## src/rtl/uart_sample_rx_if.sv

```systemverilog
// rtl/uart_sample_rx_if.sv - sample handshake between the UART front end and the filter core
interface uart_sample_rx_if;
   logic [15:0] sample_data;
   logic        sample_valid;
   logic        sample_ready;

   modport master (output sample_data, output sample_valid, input sample_ready);
   modport slave  (input sample_data, input sample_valid, output sample_ready);
endinterface

```

## src/rtl/uart_sample_rx.sv

```systemverilog
// rtl/uart_sample_rx.sv - 8N1 UART receiver pairing bytes into 16-bit samples (high byte first)
// Optional even parity bit between data bit 7 and stop: define UART_SAMPLE_PARITY_EN.
module uart_sample_rx #(
   parameter int CLKS_PER_BIT = 868
) (
   input  logic             clk,
   input  logic             reset,
   input  logic             rx_data,
   uart_sample_rx_if.master sample,
   output logic             frame_err,
   output logic             overrun
);

   localparam logic [15:0] BIT_LAST = 16'(CLKS_PER_BIT - 1);
   localparam logic [15:0] HALF     = 16'(CLKS_PER_BIT / 2);

   typedef enum logic [2:0] {
      IDLE,
      START,
      DATA,
`ifdef UART_SAMPLE_PARITY_EN
      PARITY,
`endif
      STOP,
      WAIT_IDLE
   } state_t;

   state_t      state;
   logic        rx_meta;
   logic        rx_sync;
   logic [15:0] cnt;
   logic [2:0]  bit_idx;
   logic [7:0]  shift;
   logic [7:0]  high;
   logic        phase;
   logic        par_bad;

   always_ff @(posedge clk) begin
      if (reset) begin
         rx_meta             <= 1'b1;
         rx_sync             <= 1'b1;
         state               <= IDLE;
         cnt                 <= '0;
         bit_idx             <= '0;
         shift               <= '0;
         high                <= '0;
         phase               <= 1'b0;
         par_bad             <= 1'b0;
         sample.sample_data  <= '0;
         sample.sample_valid <= 1'b0;
         frame_err           <= 1'b0;
         overrun             <= 1'b0;
      end else begin
         rx_meta   <= rx_data;
         rx_sync   <= rx_meta;
         frame_err <= 1'b0;
         overrun   <= 1'b0;

         // A completing sample below may override this consume
         if (sample.sample_valid && sample.sample_ready)
            sample.sample_valid <= 1'b0;

         case (state)
            IDLE: begin
               cnt     <= '0;
               bit_idx <= '0;
               par_bad <= 1'b0;
               if (!rx_sync)
                  state <= START;
            end
            START: begin
               if (cnt == HALF) begin
                  cnt   <= '0;
                  state <= rx_sync ? IDLE : DATA;
               end else begin
                  cnt <= cnt + 16'd1;
               end
            end
            DATA: begin
               if (cnt == BIT_LAST) begin
                  cnt     <= '0;
                  shift   <= {rx_sync, shift[7:1]};
                  bit_idx <= bit_idx + 3'd1;
                  if (bit_idx == 3'd7) begin
`ifdef UART_SAMPLE_PARITY_EN
                     state <= PARITY;
`else
                     state <= STOP;
`endif
                  end
               end else begin
                  cnt <= cnt + 16'd1;
               end
            end
`ifdef UART_SAMPLE_PARITY_EN
            PARITY: begin
               if (cnt == BIT_LAST) begin
                  cnt   <= '0;
                  state <= STOP;
                  if (rx_sync != ^shift) begin
                     par_bad   <= 1'b1;
                     frame_err <= 1'b1;
                     phase     <= 1'b0;
                  end
               end else begin
                  cnt <= cnt + 16'd1;
               end
            end
`endif
            STOP: begin
               if (cnt == BIT_LAST) begin
                  cnt <= '0;
                  if (rx_sync) begin
                     state <= IDLE;
                     if (!par_bad) begin
                        if (!phase) begin
                           high  <= shift;
                           phase <= 1'b1;
                        end else begin
                           phase <= 1'b0;
                           if (!sample.sample_valid || sample.sample_ready) begin
                              sample.sample_data  <= {high, shift};
                              sample.sample_valid <= 1'b1;
                           end else begin
                              overrun <= 1'b1;
                           end
                        end
                     end
                  end else begin
                     // Parity failure already flagged this byte; no second pulse
                     state <= WAIT_IDLE;
                     phase <= 1'b0;
                     if (!par_bad)
                        frame_err <= 1'b1;
                  end
               end else begin
                  cnt <= cnt + 16'd1;
               end
            end
            WAIT_IDLE: begin
               if (rx_sync)
                  state <= IDLE;
            end
            default: state <= IDLE;
         endcase
      end
   end

endmodule

```

## src/flat_wrapper.sv

```systemverilog
// flat-port wrapper written by rule: the top's interface ports become plain ports
module uart_sample_rx_flat 
#(
   parameter int CLKS_PER_BIT = 868
)
  (clk, reset, rx_data, frame_err, overrun, sample_sample_data, sample_sample_valid, sample_sample_ready);
  uart_sample_rx_if sample_i ();
  input  logic clk;
  input  logic reset;
  input  logic rx_data;
  output logic frame_err;
  output logic overrun;
  output wire logic [$bits(sample_i.sample_data)-1:0] sample_sample_data;
  output wire logic [$bits(sample_i.sample_valid)-1:0] sample_sample_valid;
  input wire logic [$bits(sample_i.sample_ready)-1:0] sample_sample_ready;
  assign sample_sample_data = sample_i.sample_data;
  assign sample_sample_valid = sample_i.sample_valid;
  assign sample_i.sample_ready = sample_sample_ready;
  uart_sample_rx #(.CLKS_PER_BIT(CLKS_PER_BIT)) u_core (.clk(clk), .reset(reset), .rx_data(rx_data), .sample(sample_i), .frame_err(frame_err), .overrun(overrun));
endmodule
```

## config.mk

```make
export PLATFORM = sky130hd
export DESIGN_NAME = uart_sample_rx_flat
export DESIGN_NICKNAME = d
export VERILOG_FILES = /design/src/rtl/uart_sample_rx_if.sv /design/src/rtl/uart_sample_rx.sv /design/src/flat_wrapper.sv
export SDC_FILE = /design/constraint.sdc
export NUM_CORES = 1
export LEC_CHECK = 0
export CAP_MARGIN = 20
export CORE_ASPECT_RATIO = 1.4
export CORE_MARGIN = 2
export CORE_UTILIZATION = 50
export CTS_CLUSTER_DIAMETER = 150
export DETAILED_ROUTE_END_ITERATION = 8
export PLACE_DENSITY_LB_ADDON = 0.2
export SLEW_MARGIN = 20
export SYNTH_ARGS = -nofsm -noshare
export SYNTH_HDL_FRONTEND = slang
export SYNTH_SLANG_ARGS = --single-unit
```

## constraint.sdc

```tcl
create_clock -name clk -period 4.95 [get_ports clk]
set_input_delay 0.495 -clock clk [delete_from_list [all_inputs] [get_ports clk]]
set_output_delay 0.495 -clock clk [all_outputs]
set_load 0.03 [all_outputs]
```

==> impl_metrics.tcl, run 1 <==
set metrics [dict create \
    grt-ovfl-total 0 \
    p_leak_uw 0.00119 \
    synth_cell_types 50 \
    p_sw_share_pct 26.0 \
    grt_max_degree 53 \
    synthCells 281 \
    final_area_um2 3050 \
    yosys.area.top_type "dfxtp_1" \
    hold_buffers 0 \
    setup_viol 0 \
    fin_skew_ns 0.00708 \
    num-nets-final 307 \
    place_area_um2 2850 \
    place.port_buffers 22 \
    seq_area_frac_synth_pct 45.5 \
    drt-pass1-iter-count 5 \
    pwr-share-seq_pct 49.2 \
    syn-num-nets 289 \
    cts_buffers 9 \
    p_switching_uw 264 \
    die-height_um 90.0 \
    synth_enable_flop_cells 0 \
    synth_seq_cells 60 \
    num_io_pins 23 \
    core_um2 5120 \
    worstPathArrival_ns 2.75 \
    num_rows 31 \
    drt_wl_total_mm 5.16 \
    ant_nets 0 \
    tritoncts "built" \
    timing.setup.tns_ns 0 \
    die_x_um 65.4 \
    grt_pass1_wl_mm 8.88 \
    antenna_cells 0 \
    cp-start-kind "flop" \
    synth_top_area_share_pct 45.5 \
    final_cell_mix "60 x dfxtp_1, 42 x nor2_1, 32 x mux2i_1" \
    tightest_slew_ns 0.965 \
    fin_crit_sh_pct 51.6 \
    async_reset_ff_share_pct 0 \
    status "completed" \
    grtUsageTotal_pct 19.4 \
    synth_area_um2 2640 \
    drive_gt1_share_pct 9.54 \
    crit_fanout 9 \
    maxCapViolations 0 \
    grt_pass1_vias 1968 \
    cts_sinks 60 \
    htreeDepth 3 \
    dr.first_iter.drc_count 106 \
    hp-class "reg -> reg" \
    yosysWarnings 0 \
    synth-main-ff-cell "dfxtp_1" \
    antenna_found_initial 0 \
    drv_slew 0 \
    final_common_cell "dfxtp_1" \
    cts_resized 0 \
    cts_setup_buffers 0 \
    pwr_density_cell_nw_per_um2 332 \
    wl_per_cell_um 13.9 \
    power_frac_comb_pct 7.6 \
    drc_errors 0 \
    gp_congestion 0.765 \
    fin_crit_ns 2.55 \
    die_area_um2 5890 \
    required_ns 5.15 \
    cell_internal_pwr_uw 750 \
    vias_per_cell 5.62 \
    clock_latency_ns 0.35 \
    synthesis.area_per_instance_um2 9.40 \
    start_util_pct 51.6 \
    cts_buffer_depth 2 \
    cts_root_buffer "clkbuf_8" \
    syn_to_final_growth_pct 15.5 \
    slew_headroom_pct 35.7 \
    clk_pin_slew_ns 0.07 \
    vias 2078 \
    dp_hpwl_mm 3.47 \
    crit_type "reg -> reg" \
    endpoint_kind "flop" \
    num-fill-cells 479 \
    synthTopCellsByArea "dfxtp_1 45%, mux2i_1 12%, nor2_1 6.0%, a21oi_1 2.5%, nand2_1 2.4%" \
    rsz0062_at_grt "false" \
    worst_ir_drop_vdd_uv 253 \
    pwr-share-clk_pct 43.1 \
    hold_viol_final 0 \
    max_freq_mhz 391 \
]
## sequential cells by signal (all words and copies together) (netlist names)
register                    cells
u_core.high                     8
u_core.sample.sample_valid      1
u_core.rx_sync                  1
u_core.phase                    1
u_core.overrun                  1
u_core.frame_err                1
u_core.cnt                     16
u_core.rx_meta                  1
u_core.state                    3
u_core.sample.sample_data      16
u_core.bit_idx                  3
u_core.shift                    8
## cell type report
| class | count | area (µm²) | share of cell area, % |
|---|---|---|---|
| well taps | 66 | 82.6 | 2.71 |
| inverters | 6 | 22.5 | 0.738 |
| repair buffers | 23 | 223 | 7.30 |
| clock buffers | 9 | 124 | 4.06 |
| flip-flops and latches | 60 | 1200 | 39.4 |
| multi-input cells | 199 | 1320 | 43.3 |
| clock inverters | 7 | 77.6 | 2.54 |
## worst max-delay path, cell delays in order (launching register included)
cell and delay (ns):
dfxtp_1 0.40, ha_1 0.28, nor4bb_1 0.39, and4_2 0.36, nand4b_1 0.57, mux2i_1 0.34, nor2_1 0.06
## cell families after synthesis
group,share of synthesized area [%]
flops,45.5
buf+inv,4.50
mux,12.1
compound gates,11.8
fa+ha+maj,1.90
xor+xnor,0.332
simple gates,23.9
## cell usage after synthesis (4+ instances only)
cell type / count
nand2_1: 17
a31oi_1: 7
ha_1: 4
nor2_1: 42
nor3_1: 6
inv_1: 6
o21ai_0: 5
nand3_1: 8
buf_2: 4
or3_1: 4
nand2b_1: 5
mux2i_1: 32
clkbuf_1: 9
nor3b_1: 4
dfxtp_1: 60
a21oi_1: 13
nand4_1: 5
## power groups by stage
stage / registers, µW / logic [µW] / clock network (µW)
floorplan: 507 / 62.0 / 0
global placement: 510 / 76.9 / 0
detailed placement: 509 / 77.8 / 0
CTS: 498 / 77.8 / 447
global route: 500 / 87.7 / 467
finish: 499 / 77.4 / 437
## routing by layer
| metal | vias to the layer above | track usage, % | wire [µm] |
|---|---|---|---|
| met4 | 0 | 11.8 | 122 |
| met3 | 9 | 4.38 | 169 |
| met1 | 980 | 23.1 | 2300 |
| li1 | 1056 | - | - |
| met2 | 33 | 31.1 | 2570 |
| met5 | - | 0 | 0 |
## final timing paths
| check | start | end | slack, ns | cells past startpoint |
|---|---|---|---|---|
| worst min register to register | u_core.rx_meta | u_core.rx_sync | 0.42 | 1 |
| worst min-delay path | u_core.rx_meta | u_core.rx_sync | 0.42 | 1 |
| worst max register to register | u_core.cnt[1] | u_core.high[1] | 2.40 | 6 |
| worst max-delay path | u_core.cnt[1] | u_core.high[1] | 2.40 | 6 |
## per-stage QoR
step	util [%]	total power, µW	hold slack, ns	std cells	setup WS [ns]
2_1_floorplan	-	569	0.389	281	2.98
3_3_place_gp	55.6	587	0.400	354	2.24
3_5_place_dp	55.6	587	0.393	354	2.17
4_1_cts	59.6	1020	0.417	370	2.38
5_1_grt	59.6	1050	0.460	370	2.20
6_report	59.6	1010	0.419	370	2.40
Note: power is estimated with default switching activity, not from simulation.
==> run 2: changes to the inputs <==
Clock period 4.95 ns to 2.4 ns, I/O delays scaled along.
==> run 2 against run 1 <==
Non-clock buffer count up 10. Via count up 2.8%. Critical path depth up 1. Die area unchanged. Combinational power up 130%. Register-to-register slack worse by 2.1 ns. Final area up 2.1%. Cell count up 2.4%. Clock power up 100%.
==> impl_metrics.tcl, run 2 (same netlist as run 1, synthesis figures left out) <==
set metrics [dict create \
    status "completed" \
    reg_top3 "u_core.cnt x16, u_core.sample.sample_data x16" \
    dp_hpwl_mm 3.64 \
    worstPathArrival_ns 2.37 \
    cell_internal_pwr_uw 1570 \
    power_frac_comb_pct 8.3 \
    grt_max_degree 31 \
    finalPower_uw 2090 \
    p_switching_uw 521 \
    gp_congestion 0.805 \
    drt-pass1-iter-count 4 \
    grtUsageTotal_pct 20.1 \
    use_met3_pct 6.38 \
    pwr-share-clk_pct 42.5 \
    die_area_um2 5890 \
    die-height_um 90.0 \
    clk_pin_slew_ns 0.07 \
    num_rows 31 \
    fin_skew_ns 0.00818 \
    crit_type "reg -> reg" \
    core_um2 5120 \
    crit_fanout 16 \
    place.port_buffers 22 \
    tritoncts "built" \
    grt_pass1_vias 2000 \
    die_x_um 65.4 \
    setup_viol 0 \
    timing.setup.tns_ns 0 \
    dr.first_iter.drc_count 127 \
    drc_errors 0 \
    slew_headroom_pct 67.9 \
    p_sw_share_pct 24.9 \
    pwr_density_cell_nw_per_um2 672 \
    vias 2137 \
    syn_to_final_growth_pct 18.0 \
    hold_buffers 0 \
    maxCapViolations 0 \
    place_area_um2 2920 \
    grtUsageMet1_pct 25.4 \
    hold_viol_final 0 \
    grt_pass1_wl_mm 9.20 \
    worst_ir_drop_vdd_uv 491 \
    antenna_found_initial 0 \
    drv_slew 0 \
    required_ns 2.62 \
    grt-ovfl-total 0 \
    htreeDepth 3 \
    num-nets-final 317 \
    cts_sinks 60 \
    rsz0062_at_grt "false" \
    cts_resized 0 \
    pwr-share-seq_pct 49.2 \
    max_freq_mhz 465 \
    grt_use_met2_pct 29.8 \
    cts_buffers 9 \
    drive_gt1_share_pct 12.1 \
    rrSetupSlack_ns 0.25 \
    ant_nets 0 \
    final_cell_mix "60 x dfxtp_1, 42 x nor2_1, 32 x mux2i_1" \
    start_util_pct 51.6 \
    num_io_pins 23 \
    num-fill-cells 469 \
    wl_per_cell_um 14.4 \
    final_area_um2 3110 \
    cts_setup_buffers 0 \
    antenna_cells 0 \
    grt-busiest-layer "met2" \
    drt_wl_total_mm 5.46 \
    hp-class "in -> reg" \
    cp-start-kind "flop" \
    fin_crit_ns 2.15 \
    clock_latency_ns 0.34 \
    tightest_slew_ns 0.476 \
    vias_per_cell 5.64 \
    endpoint_kind "flop" \
    p_leak_uw 0.00125 \
    postLayoutCoreUtil_pct 60.8 \
    cts_root_buffer "clkbuf_8" \
    fin_crit_sh_pct 89.6 \
    final_common_cell "dfxtp_1" \
    cts_buffer_depth 2 \
]
==> run 2: cell types whose count changed in the layout (fill, tap and decap cells not counted) <==
cell | previous run | this run
buf_4 | 1 | 11
clkbuf_8 | 9 | 10
clkinv_2 | 0 | 3
clkinv_4 | 2 | 0
clkinvlp_4 | 4 | 1
==> run 2: area by class of cell <==
| class | instances | area, µm² | share of cell area [%] |
|---|---|---|---|
| well taps | 66 | 82.6 | 2.65 |
| repair buffers | 33 | 298 | 9.56 |
| clock inverters | 5 | 52.6 | 1.69 |
| inverters | 6 | 22.5 | 0.723 |
| multi-input cells | 199 | 1320 | 42.4 |
| clock buffers | 10 | 138 | 4.42 |
| flip-flops and latches | 60 | 1200 | 38.6 |
==> run 2: path summary, 6_finish.rpt <==
| path | startpoint | endpoint | cells past startpoint |
|---|---|---|---|
| max | u_core.cnt[1] | u_core.sample.sample_data[10] | 7 |
| min reg2reg | u_core.rx_meta | u_core.rx_sync | 1 |
| min | reset | u_core.cnt[10] | 2 |
| max reg2reg | u_core.cnt[1] | u_core.sample.sample_data[10] | 7 |
==> run 2: layer usage <==
layer | up-vias | part of all wire [%]
met3 | 14 | 3.9
met4 | 0 | 2.7
met1 | 1009 | 47
met2 | 41 | 47
met5 | - | 0
li1 | 1073 | -
==> run 2: per-stage QoR <==
step / hold WS [ns] / setup slack [ns] / instances
2_1_floorplan: 0.344 / 0.433 / 281
3_3_place_gp: 0.404 / 0.348 / 364
3_5_place_dp: 0.401 / 0.284 / 364
4_1_cts: 0.179 / 0.260 / 379
5_1_grt: 0.223 / 0.0761 / 379
6_report: 0.200 / 0.249 / 379
==> run 2: critical path: stages (launching register included) <==
cell and delay (ns):
dfxtp_1 0.39, ha_1 0.27, and4b_1 0.21, nand3_1 0.14
or4b_1 0.54, buf_4 0.24, mux2i_1 0.18, nor2_1 0.05
==> run 2: power by group through the flow <==
stage | registers, µW | logic (µW) | clock network, µW
5_1_grt | 1030 | 193 | 960
3_3_place_gp | 1050 | 173 | 0
3_5_place_dp | 1050 | 173 | 0
6_report | 1030 | 175 | 889
2_1_floorplan | 1050 | 128 | 0
4_1_cts | 1030 | 174 | 910
